[src/rtl/button_event_decoder_if.sv]
// Button-event bundle: debounced level in, registered level and single-cycle event pulses out.
// The release pulse is named release_edge because "release" is a reserved word in SystemVerilog.
interface button_event_decoder_if;
  logic level;
  logic pressed;
  logic press;
  logic release_edge;
  logic click;
  logic double_click;
  logic long_press;

  modport master (
    output level,
    input  pressed, press, release_edge, click, double_click, long_press
  );

  modport slave (
    input  level,
    output pressed, press, release_edge, click, double_click, long_press
  );
endinterface

[src/rtl/button_event_decoder.sv]
// Turns one debounced button level into registered single-cycle press/release/click/
// double_click/long_press pulses using a five-state FSM and one shared cycle counter.
module button_event_decoder #(
  parameter int FREQ      = 27_000_000,
  parameter int LONG_MS   = 1000,
  parameter int DOUBLE_MS = 250
) (
  input  logic                   clk,
  input  logic                   rst_n,
  button_event_decoder_if.slave  btn
);

  localparam int LONG_CYC = FREQ / 1000 * LONG_MS;
  localparam int GAP_CYC  = FREQ / 1000 * DOUBLE_MS;
  localparam int MAX_CYC  = (LONG_CYC > GAP_CYC) ? LONG_CYC : GAP_CYC;
  localparam int CW       = $clog2(MAX_CYC + 1);

  localparam logic [CW-1:0] LONG_LAST = CW'(LONG_CYC - 1);
  localparam logic [CW-1:0] GAP_LAST  = CW'(GAP_CYC - 1);

  localparam logic [2:0] IDLE  = 3'd0;
  localparam logic [2:0] DOWN1 = 3'd1;
  localparam logic [2:0] WAIT2 = 3'd2;
  localparam logic [2:0] DOWN2 = 3'd3;
  localparam logic [2:0] LONG  = 3'd4;

  logic [2:0]    state, state_nxt;
  logic [CW-1:0] cnt, cnt_nxt;
  logic          prev;
  logic          rise, fall;
  logic          press_d, release_d, click_d, double_d, long_d;

  assign rise = btn.level & ~prev;
  assign fall = ~btn.level & prev;

  // Edges are tested before timeouts so an edge wins when both land on the same cycle.
  always_comb begin
    state_nxt = state;
    press_d   = 1'b0;
    release_d = 1'b0;
    click_d   = 1'b0;
    double_d  = 1'b0;
    long_d    = 1'b0;
    case (state)
      IDLE: begin
        if (rise) begin
          state_nxt = DOWN1;
          press_d   = 1'b1;
        end
      end
      DOWN1: begin
        if (fall) begin
          state_nxt = WAIT2;
          release_d = 1'b1;
        end else if (cnt == LONG_LAST) begin
          state_nxt = LONG;
          long_d    = 1'b1;
        end
      end
      WAIT2: begin
        if (rise) begin
          state_nxt = DOWN2;
          press_d   = 1'b1;
        end else if (cnt == GAP_LAST) begin
          state_nxt = IDLE;
          click_d   = 1'b1;
        end
      end
      DOWN2: begin
        if (fall) begin
          state_nxt = IDLE;
          release_d = 1'b1;
          double_d  = 1'b1;
        end else if (cnt == LONG_LAST) begin
          // The first tap of an abandoned double click is still reported as a click.
          state_nxt = LONG;
          long_d    = 1'b1;
          click_d   = 1'b1;
        end
      end
      LONG: begin
        if (fall) begin
          state_nxt = IDLE;
          release_d = 1'b1;
        end
      end
      default: state_nxt = IDLE;
    endcase
  end

  always_comb begin
    cnt_nxt = cnt;
    if (state_nxt != state)
      cnt_nxt = '0;
    else if (state == DOWN1 || state == WAIT2 || state == DOWN2)
      cnt_nxt = cnt + CW'(1);
  end

  // prev resets high so a button held through reset does not look like a fresh press.
  always_ff @(posedge clk) begin
    if (!rst_n) begin
      state            <= IDLE;
      cnt              <= '0;
      prev             <= 1'b1;
      btn.pressed      <= 1'b0;
      btn.press        <= 1'b0;
      btn.release_edge <= 1'b0;
      btn.click        <= 1'b0;
      btn.double_click <= 1'b0;
      btn.long_press   <= 1'b0;
    end else begin
      state            <= state_nxt;
      cnt              <= cnt_nxt;
      prev             <= btn.level;
      btn.pressed      <= btn.level;
      btn.press        <= press_d;
      btn.release_edge <= release_d;
      btn.click        <= click_d;
      btn.double_click <= double_d;
      btn.long_press   <= long_d;
    end
  end

endmodule

[src/flat_wrapper.sv]
// flat-port wrapper written by rule: the top's interface ports become plain ports
module button_event_decoder_flat 
#(
  parameter int FREQ      = 27_000_000,
  parameter int LONG_MS   = 1000,
  parameter int DOUBLE_MS = 250
)
  (clk, rst_n, btn_level, btn_pressed, btn_press, btn_release_edge, btn_click, btn_double_click, btn_long_press);
  button_event_decoder_if btn_i ();
  input  logic clk;
  input  logic rst_n;
  input wire logic [$bits(btn_i.level)-1:0] btn_level;
  output wire logic [$bits(btn_i.pressed)-1:0] btn_pressed;
  output wire logic [$bits(btn_i.press)-1:0] btn_press;
  output wire logic [$bits(btn_i.release_edge)-1:0] btn_release_edge;
  output wire logic [$bits(btn_i.click)-1:0] btn_click;
  output wire logic [$bits(btn_i.double_click)-1:0] btn_double_click;
  output wire logic [$bits(btn_i.long_press)-1:0] btn_long_press;
  assign btn_i.level = btn_level;
  assign btn_pressed = btn_i.pressed;
  assign btn_press = btn_i.press;
  assign btn_release_edge = btn_i.release_edge;
  assign btn_click = btn_i.click;
  assign btn_double_click = btn_i.double_click;
  assign btn_long_press = btn_i.long_press;
  button_event_decoder #(.FREQ(FREQ), .LONG_MS(LONG_MS), .DOUBLE_MS(DOUBLE_MS)) u_core (.clk(clk), .rst_n(rst_n), .btn(btn_i));
endmodule
[config.mk]
export PLATFORM = sky130hd
export DESIGN_NAME = button_event_decoder_flat
export DESIGN_NICKNAME = d
export VERILOG_FILES = /design/src/rtl/button_event_decoder_if.sv /design/src/rtl/button_event_decoder.sv /design/src/flat_wrapper.sv
export SDC_FILE = /design/constraint.sdc
export NUM_CORES = 1
export LEC_CHECK = 0
export ABC_AREA = 1
export CELL_PAD_IN_SITES_DETAIL_PLACEMENT = 0
export CELL_PAD_IN_SITES_GLOBAL_PLACEMENT = 2
export CORE_MARGIN = 5
export CORE_UTILIZATION = 31
export DETAILED_ROUTE_END_ITERATION = 10
export PLACE_DENSITY = 0.77
export SYNTH_ARGS = -nofsm -noshare
export SYNTH_HDL_FRONTEND = slang
export SYNTH_SLANG_ARGS = --single-unit
export TNS_END_PERCENT = 5
[constraint.sdc]
create_clock -name clk -period 1.8 [get_ports clk]
set_clock_uncertainty 0.2 [all_clocks]
set_input_delay 0.36 -clock clk [delete_from_list [all_inputs] [get_ports clk]]
set_output_delay 0.36 -clock clk [all_outputs]
set_load 0.01 [all_outputs]
==> impl_metrics.py, run 1 <==
metrics = {
    "outcome": {
        "status": "complete, but fails checks",
        "violations": "setup timing",
    },
    "floorplanning": {
        "pin_count": 9,
        "die_y_um": 88.5,
        "die_x_um": 88.5,
        "row_count": 28,
        "start_util_pct": 32.1,
        "dieArea_mm2": 0.00784,
        "fp.coreArea_mm2": 0.00596,
    },
    "clocking": {
        "clkLatencyLatePin_ps": 290,
        "clk_pin_slew_ps": 80,
        "cts_hold_buf": 0,
        "clkSinkCount": 35,
        "clk_path_buf_depth": 2,
        "numCtsBuffers": 5,
        "h-tree-depth": 2,
        "tritoncts": "yes",
        "root_buffer": "clkbuf_8",
    },
    "sta": {
        "min_period_ps": 2080,
        "fin_crit_sh_pct": 116,
        "setup_viol": 25,
        "final_hold_viol_count": 0,
        "holdWs_ps": 298,
        "fmax_ghz": 0.480,
        "relSlewSlack_pct": 80.0,
        "setup_ws_ps": -283,
        "rsz0062_at_grt": "true",
        "worst_slew_pin_slew_ps": 298,
        "slew_viol_final": 0,
    },
    "detailed_routing": {
        "finalWirelength_um": 4770,
        "vias_per_cell": 4.17,
        "firstDrtPassIters": 4,
        "drc_errors": 0,
        "via_count": 1801,
        "drtIter0Drc": 48,
        "wl_per_cell_um": 11.0,
        "drtAntennaViolNets": 0,
    },
    "placed_design": {
        "io_buffers": 8,
        "place_congestion": 0.797,
        "hpwl_um": 3510,
        "placed_area_mm2": 0.00262,
    },
    "final_layout": {
        "seqCellArea_um2": 703,
        "diodes": 0,
        "fill_cells": 607,
        "syn2layout_area_growth_pct": 50.1,
        "fin_area_mm2": 0.00287,
        "multi_input_area_mm2": 0.00110,
        "drive_gt1_share_pct": 40.3,
        "nets": 361,
    },
    "flow_run": {
        "drv_cap": 0,
    },
    "grt": {
        "grt_pass1_wl_um": 7580,
        "grt_usage_pct": 12.6,
        "grt_pass1_vias": 1713,
        "grt_max_degree": 26,
        "grt_overflow": 0,
        "antenna_found_initial": 0,
    },
    "critical_path": {
        "required_ps": 1830,
        "crit_fanout": 6,
        "critPathLaunchType": "flip-flop",
        "worst-endpoint-arrival_ps": 2110,
        "critPathLaunch": "u_core.cnt[1]",
        "worst-r2r-setup-slack_ps": -280,
        "end_kind": "flip-flop",
        "critical_path_class": "flip-flop to flip-flop",
        "rr_startpoint": "u_core.cnt[1]",
    },
    "power_and_ir_drop": {
        "powerDensity_mw_per_mm2": 560,
        "p_leak_nw": 1.20,
        "ir_worst_vdd_mv": 0.343,
    },
    "synth": {
        "yosysWarningCount": 0,
        "synth_area_mm2": 0.00191,
        "syn_inst": 264,
        "ys_types": 22,
        "ys_ff_latch": 35,
        "seq_area_frac_synth_pct": 36.6,
        "postSynthAreaPerCell_um2": 7.24,
        "syn-num-nets": 268,
    },
    "hold_path": {
        "hold_class": "flip-flop to flip-flop",
        "min_from": "u_core.state[0]",
    },
}
[cells in the final DEF, fill, tap and decap left out, types with 3 or more instances in the layout]
master	n
nand2_2	8
nor2_1	31
a21oi_1	3
xor2_1	15
nor2_2	32
buf_4	76
xnor2_1	9
nand4_1	4
nand3_1	11
inv_1	35
nor2_4	7
nand2_1	51
clkbuf_8	6
nor4_1	4
nor3_1	6
dfxtp_1	33
clkdlybuf4s50_1	8
[stage by stage]
stage               TNS (ps)  total power [W]  std cells  utilization (%)  setup slack, ps
floorplan              -1530         0.000904        264                -            -78.8
global placement      -11670         0.000976        417             43.9             -461
detailed placement    -12860         0.000977        417             43.9             -515
CTS                    -6010          0.00158        424             45.8             -260
global route           -9660          0.00168        432             48.2             -400
finish                 -6690          0.00161        432             48.2             -283
[state kept, by name, indices dropped and copies added, names as in the netlist]
| name | count |
|---|---|
| u_core.cnt | 25 |
| u_core.state | 3 |
| u_core.btn.press | 1 |
| u_core.btn.release_edge | 1 |
| u_core.btn.long_press | 1 |
| u_core.btn.pressed | 1 |
| u_core.btn.click | 1 |
| u_core.btn.double_click | 1 |
| u_core.prev | 1 |
[power by group]
part / internal [W] / total (W) / switching [W]
registers: 0.000783 / 0.000789 / 0.00000557
clock network: 0.000301 / 0.000598 / 0.000297
logic: 0.000108 / 0.000221 / 0.000113
total: 0.00119 / 0.00161 / 0.000416
[worst paths after layout]
kind / endpoint / cells after the start
setup / recovery: u_core.cnt[2] / 13
hold / removal: u_core.btn.press / 1
hold reg to reg: u_core.btn.press / 1
setup reg to reg: u_core.cnt[2] / 13
[kinds of logic after synthesis]
group	Yosys count	share of synthesized area [%]
mux	1	0.524
simple gates	160	41.6
compound gates	3	0.785
buf+inv	40	8.84
flops	35	36.6
fa+ha+maj	1	0.654
xor+xnor	24	11.0
[worst max-delay path, cell delays in order (launching register included)]
cell,delay (ps)
dfxtp_2,360
ha_4,140
nand2_2,60
nor2_4,130
nand2_2,80
nor2_4,140
buf_6,130
nand3_2,70
nand3_2,110
nor2_2,40
nor2_2,140
nand3_4,150
clkbuf_16,200
nor2_2,70
[cell usage after synthesis (all sizes together)]
cell type | number | area share [%]
ha | 1 | 0.65
dfxtp | 35 | 37
xnor2 | 9 | 4.1
nand3 | 15 | 5.1
nand4 | 4 | 1.3
buf | 3 | 1.6
a21oi | 3 | 0.79
nor4 | 4 | 1.3
inv | 37 | 7.3
nor3 | 6 | 1.6
nand2 | 59 | 12
mux2i | 1 | 0.52
nor2 | 70 | 19
nand3b | 2 | 0.79
xor2 | 15 | 6.9
[routing by layer]
metal / global-route usage [%] / share of wire [%]
met1: 16.2 / 51
met2: 20.3 / 45
met3: 2.79 / 1.8
met4: 5.49 / 2.5
met5: 0 / 0
[cell type report]
type,count,area share [%]
clock inverters,1,0.174
well taps,75,3.27
flip-flops and latches,35,24.5
clock buffers,6,2.88
inverters,37,4.84
multi-input cells,189,38.4
repair buffers,89,25.9
[repair_timing]
item	in CTS	in global routing
hold endpoints to repair	0	0
gates resized for setup	7	12
buffers inserted	0	5
setup endpoints to repair	26	27
pin swaps	2	7
cloned	0	3
Note: power is estimated with default switching activity, not from simulation.
==> run 2: changes to the inputs <==
--- a/config.mk
+++ b/config.mk
@@ -8,6 +8,7 @@
 export ABC_AREA = 1
 export CELL_PAD_IN_SITES_DETAIL_PLACEMENT = 0
 export CELL_PAD_IN_SITES_GLOBAL_PLACEMENT = 2
+export CORE_ASPECT_RATIO = 1.2
 export CORE_MARGIN = 5
 export CORE_UTILIZATION = 31
 export DETAILED_ROUTE_END_ITERATION = 10
==> run 2 against run 1 <==
Against the previous run: the flow still finishes with violations (setup timing); critical path depth unchanged; worst setup slack worse by 53 ps; first-iteration DRC count grew 2.1%; sequential cell count is the same; clock power increased by 9.2%; largest cell class unchanged; largest power group unchanged; highest routed layer unchanged.
==> impl_metrics.py, run 2 (synthesis gave the netlist of run 1 again) <==
metrics = {
    "grt": {
        "grt_usage_pct": 13.7,
        "grt_overflow": 0,
        "grt_max_degree": 12,
        "grt_pass1_vias": 1817,
        "grt_pass1_wl_um": 8030,
        "antenna_found_initial": 0,
    },
    "placed_design": {
        "place_congestion": 0.840,
        "io_buffers": 8,
        "dp_cells": 424,
        "pre_cts_ws_ps": -528,
        "placed_area_mm2": 0.00264,
        "hpwl_um": 3680,
    },
    "detailed_routing": {
        "firstDrtPassIters": 4,
        "vias_per_cell": 4.26,
        "drc_errors": 0,
        "finalWirelength_um": 5010,
        "drtAntennaViolNets": 0,
        "via_count": 1871,
        "wl_per_cell_um": 11.4,
        "drtIter0Drc": 49,
    },
    "final_layout": {
        "top_regs": "u_core.cnt (25), u_core.state (3)",
        "final_common_cell": "buf_4",
        "fill_cells": 633,
        "nets": 360,
        "drive_gt1_share_pct": 41.7,
        "final_cells": 439,
        "syn2layout_area_growth_pct": 56.0,
        "fin_area_mm2": 0.00298,
        "final_cell_mix": "buf_4, nand2_1, inv_1, dfxtp_1, nor2_1",
        "diodes": 0,
        "largest_reg_flops": 25,
        "regMostFlops": "u_core.cnt",
    },
    "floorplanning": {
        "fp.coreArea_mm2": 0.00601,
        "dieArea_mm2": 0.00784,
        "pin_count": 9,
        "start_util_pct": 31.8,
        "die_x_um": 81.7,
        "die_y_um": 96.0,
        "row_count": 31,
    },
    "clocking": {
        "clk_pin_slew_ps": 80,
        "cts_hold_buf": 0,
        "h-tree-depth": 2,
        "clkLatencyLatePin_ps": 290,
        "clkSinkCount": 35,
        "numCtsBuffers": 5,
        "root_buffer": "clkbuf_8",
        "tritoncts": "yes",
        "clk_path_buf_depth": 2,
    },
    "sta": {
        "worst_slew_pin_slew_ps": 298,
        "final_hold_viol_count": 0,
        "finalSetupTns_ps": -7600,
        "relSlewSlack_pct": 80.0,
        "slew_viol_final": 0,
        "fmax_ghz": 0.468,
        "rsz0062_at_grt": "true",
        "setup_ws_ps": -336,
        "setup_viol": 27,
        "min_period_ps": 2140,
        "fin_crit_sh_pct": 119,
    },
    "critical_path": {
        "critPathLaunchType": "flip-flop",
        "worst-endpoint-arrival_ps": 2160,
        "required_ps": 1830,
        "slowest_delay_ps": 360,
        "crit_fanout": 7,
        "critical_path_class": "flip-flop to flip-flop",
        "end_kind": "flip-flop",
        "slowest_stage": "dfxtp_2",
        "path_cells": "ha_4 -> nand2_4 -> nor2_4 -> nand2_2 -> nor2_4 -> buf_6 -> nand3_2 -> nand3_4 -> nor2_4 -> nor2_4 -> nand3_4 -> buf_12 -> nor2_4",
        "cpMostUsedCell": "nor2_4",
    },
    "power_and_ir_drop": {
        "p_leak_nw": 1.23,
        "total_power_w": 0.00169,
        "ir_worst_vdd_mv": 0.390,
        "powerDensity_mw_per_mm2": 567,
    },
    "hold_path": {
        "hold_class": "flip-flop to flip-flop",
    },
    "outcome": {
        "violations": "setup timing",
        "status": "complete, but fails checks",
    },
    "flow_run": {
        "drv_cap": 0,
    },
}
## run 2: changes by cell type in the layout (fill, tap and decap cells not counted), moves of 4 or more
cell / change
nand2_1: -5
nor2_2: -11
nand2_2: +4
nor2_4: +11
## run 2: final timing paths
kind	from	endpoint	slack [ps]	cells after the start
setup reg to reg	u_core.cnt[1]	u_core.cnt[12]	-340	13
setup / recovery	u_core.cnt[1]	u_core.cnt[12]	-340	13
hold / removal	u_core.state[0]	u_core.btn.press	320	1
hold reg to reg	u_core.state[0]	u_core.btn.press	320	1
## run 2: worst max-delay path, delay by kind of cell, from the launching register on
| kind | cells | cell delay [ps] |
|---|---|---|
| adder cells (fa/ha/maj) | 1 | 150 |
| flip-flops | 1 | 360 |
| buffers and inverters | 2 | 330 |
| AND/OR/NAND/NOR | 10 | 1020 |
## run 2: power breakdown
group | internal, W | switching (W) | total [W]
sequential | 0.000783 | 0.00000618 | 0.000789
clock | 0.000350 | 0.000303 | 0.000653
combinational | 0.000120 | 0.000129 | 0.000249
total | 0.00125 | 0.000438 | 0.00169
## run 2: repair_timing
action / 4_1_cts / 5_1_grt
gates cloned: 1 / 1
buffers inserted: 1 / 4
gates resized for setup: 11 / 29
hold endpoints to repair: 0 / 0
endpoints found under the setup margin: 26 / 29
pin swaps: 5 / 11
## run 2: cell type report
class,instances,area [um^2],share of cell area (%)
clock buffers,8,100,3.36
inverters,37,139,4.66
multi-input cells,189,1190,39.8
flip-flops and latches,35,706,23.7
well taps,82,103,3.44
repair buffers,88,747,25.1
## run 2: layer usage
metal  vias up  track usage, %  part of all wire [%]
met3         4            3.09                   2.4
li1        992               -                     -
met2        15            24.7                    53
met4         0            4.99                   1.4
met1       860            15.7                    43
met5         -               0                     0
## run 2: metrics by stage
stage | utilization, % | hold WS, ps
global placement | 43.9 | 294
detailed placement | 43.9 | 296
CTS | 46.7 | 311
finish | 49.6 | 318
global route | 49.6 | 346
floorplan | - | 229
==> run 3: changes to the inputs <==
==> constraint.sdc (replaced) <==
create_clock -name clk -period 1.8 [get_ports clk]
set_clock_uncertainty 0.2 [all_clocks]
set_input_delay 0.18 -clock clk [delete_from_list [all_inputs] [get_ports clk]]
set_output_delay 0.18 -clock clk [all_outputs]
set_load 0.01 [all_outputs]
==> run 3 against run 2 <==
Against the previous run: the flow still finishes with violations (setup timing); fmax grew 5.7%; clock power is 13% higher; worst setup slack better by 120 ps; routed wire length fell by 11%; utilization fell by 3.3 points; sequential share of layout area grew 1.6 points; die area unchanged; sequential cell count unchanged; first-iteration DRC count rose by 43%; critical path type unchanged; largest cell class unchanged.
==> impl_metrics.py, run 3 (synthesis gave the netlist of run 1 again) <==
metrics = {
    "detailed_routing": {
        "finalWirelength_um": 4460,
        "firstDrtPassIters": 4,
        "vias_per_cell": 4.13,
        "drtAntennaViolNets": 0,
        "via_count": 1786,
        "wl_per_cell_um": 10.3,
        "drc_errors": 0,
        "drtIter0Drc": 70,
    },
    "sta": {
        "fmax_ghz": 0.495,
        "final_hold_viol_count": 0,
        "setup_ws_ps": -220,
        "setup_viol": 25,
        "worst_slew_pin_slew_ps": 270,
        "slew_viol_final": 0,
        "holdWs_ps": 301,
        "relSlewSlack_pct": 81.9,
        "min_period_ps": 2020,
        "fin_crit_sh_pct": 112,
        "rsz0062_at_grt": "true",
    },
    "grt": {
        "grt_max_degree": 15,
        "grt_usage_pct": 13.2,
        "grt_pass1_wl_um": 7820,
        "antenna_found_initial": 0,
        "grt_overflow": 0,
        "grt_pass1_vias": 1788,
    },
    "outcome": {
        "status": "complete, but fails checks",
        "violations": "setup timing",
    },
    "floorplanning": {
        "start_util_pct": 31.8,
        "pin_count": 9,
        "die_y_um": 96.0,
        "row_count": 31,
        "fp.coreArea_mm2": 0.00601,
        "die_x_um": 81.7,
        "dieArea_mm2": 0.00784,
    },
    "final_layout": {
        "top_regs": "u_core.cnt (25), u_core.state (3)",
        "final_cell_mix": "buf_4, nand2_1, nor2_1, inv_1, dfxtp_1",
        "nets": 353,
        "final_common_cell": "buf_4",
        "syn2layout_area_growth_pct": 45.6,
        "fill_cells": 621,
        "regMostFlops": "u_core.cnt",
        "diodes": 0,
        "largest_reg_flops": 25,
        "drive_gt1_share_pct": 36.9,
    },
    "clocking": {
        "clk_path_buf_depth": 2,
        "h-tree-depth": 2,
        "numCtsBuffers": 5,
        "clkSinkCount": 35,
        "cts_hold_buf": 0,
        "tritoncts": "yes",
        "clk_pin_slew_ps": 80,
        "clkLatencyLatePin_ps": 290,
        "root_buffer": "clkbuf_8",
    },
    "flow_run": {
        "drv_cap": 0,
    },
    "power_and_ir_drop": {
        "powerDensity_mw_per_mm2": 615,
        "total_power_w": 0.00171,
        "ir_worst_vdd_mv": 0.283,
        "p_leak_nw": 1.16,
    },
    "critical_path": {
        "required_ps": 1820,
        "critical_path_class": "flip-flop to flip-flop",
        "crit_fanout": 14,
        "critPathLaunch": "u_core.cnt[0]",
        "slowest_delay_ps": 350,
        "path_depth": 13,
        "critPathLaunchType": "flip-flop",
        "worst-endpoint-arrival_ps": 2040,
        "path_cells": "ha_4 -> nand2_2 -> nor2_4 -> nand2_2 -> nor2_4 -> buf_4 -> nand3_2 -> nand3_2 -> nor2_1 -> nor2_2 -> nand3_4 -> buf_12 -> nor2_1",
        "cp_num_buf_inv": 2,
        "reg2regPathDepth": 13,
        "rr_startpoint": "u_core.cnt[0]",
        "end_kind": "flip-flop",
        "critPathTopFamily": "simple AND/OR/NAND/NOR gates",
        "slowest_stage": "dfxtp_2",
    },
    "placed_design": {
        "io_buffers": 8,
        "place_congestion": 0.780,
        "hpwl_um": 3570,
    },
    "hold_path": {
        "holdPathStages": 3,
        "min_from": "btn_level",
        "hold_class": "input pin to flip-flop",
    },
}
-- run 3: power by group --
part           switching [W]  internal [W]
clock network       0.000291      0.000448
logic              0.0000999     0.0000852
registers         0.00000560      0.000783
total               0.000397       0.00132
-- run 3: worst register-to-register path, cell delays in order (launching register included) --
cell     delay (ps)
dfxtp_2         350
ha_4            140
nand2_2          60
nor2_4          140
nand2_2          90
nor2_4           90
buf_4           130
nand3_2          80
nand3_2         100
nor2_1           50
nor2_2          140
nand3_4         120
buf_12          170
nor2_1           80
-- run 3: timing repair --
| action | in CTS | in global routing |
|---|---|---|
| setup endpoints to repair | 26 | 29 |
| pin swaps | 1 | 0 |
| gates resized for setup | 3 | 5 |
| buffers inserted | 0 | 0 |
-- run 3: metrics by stage --
step	setup slack, ps	utilization, %	cells	cell area [um^2]	TNS (ps)
finish	-220	46.3	432	2780	-5110
detailed placement	-351	43.9	424	2640	-8470
global placement	-329	43.9	424	2640	-7870
global route	-419	46.3	432	2780	-10010
floorplan	-78.8	-	264	1910	-1530
CTS	-264	46.0	432	2760	-6200
-- run 3: path summary, 6_finish.rpt --
kind	to	slack (ps)
setup / recovery	u_core.cnt[15]	-220
hold / removal	u_core.btn.pressed	300
setup reg to reg	u_core.cnt[15]	-220
hold reg to reg	u_core.btn.press	310
-- run 3: layout make-up --
cell class | count | area (um^2) | share of cell area, %
timing repair buffer | 81 | 653 | 23.5
tap | 82 | 103 | 3.69
sequential | 35 | 703 | 25.3
clock buffer | 6 | 82.6 | 2.97
inverter | 37 | 139 | 4.99
clock inverter | 2 | 35.0 | 1.26
multi-input combinational | 189 | 1070 | 38.4
-- run 3: routing by layer --
layer	vias to the layer above	track usage [%]	wire length, um	part of all wire, %
li1	977	-	-	-
met1	791	15.2	2050	46
met2	14	23.3	2220	50
met3	4	3.37	137	3.1
met4	0	4.57	45	1.0
met5	-	0	0	0
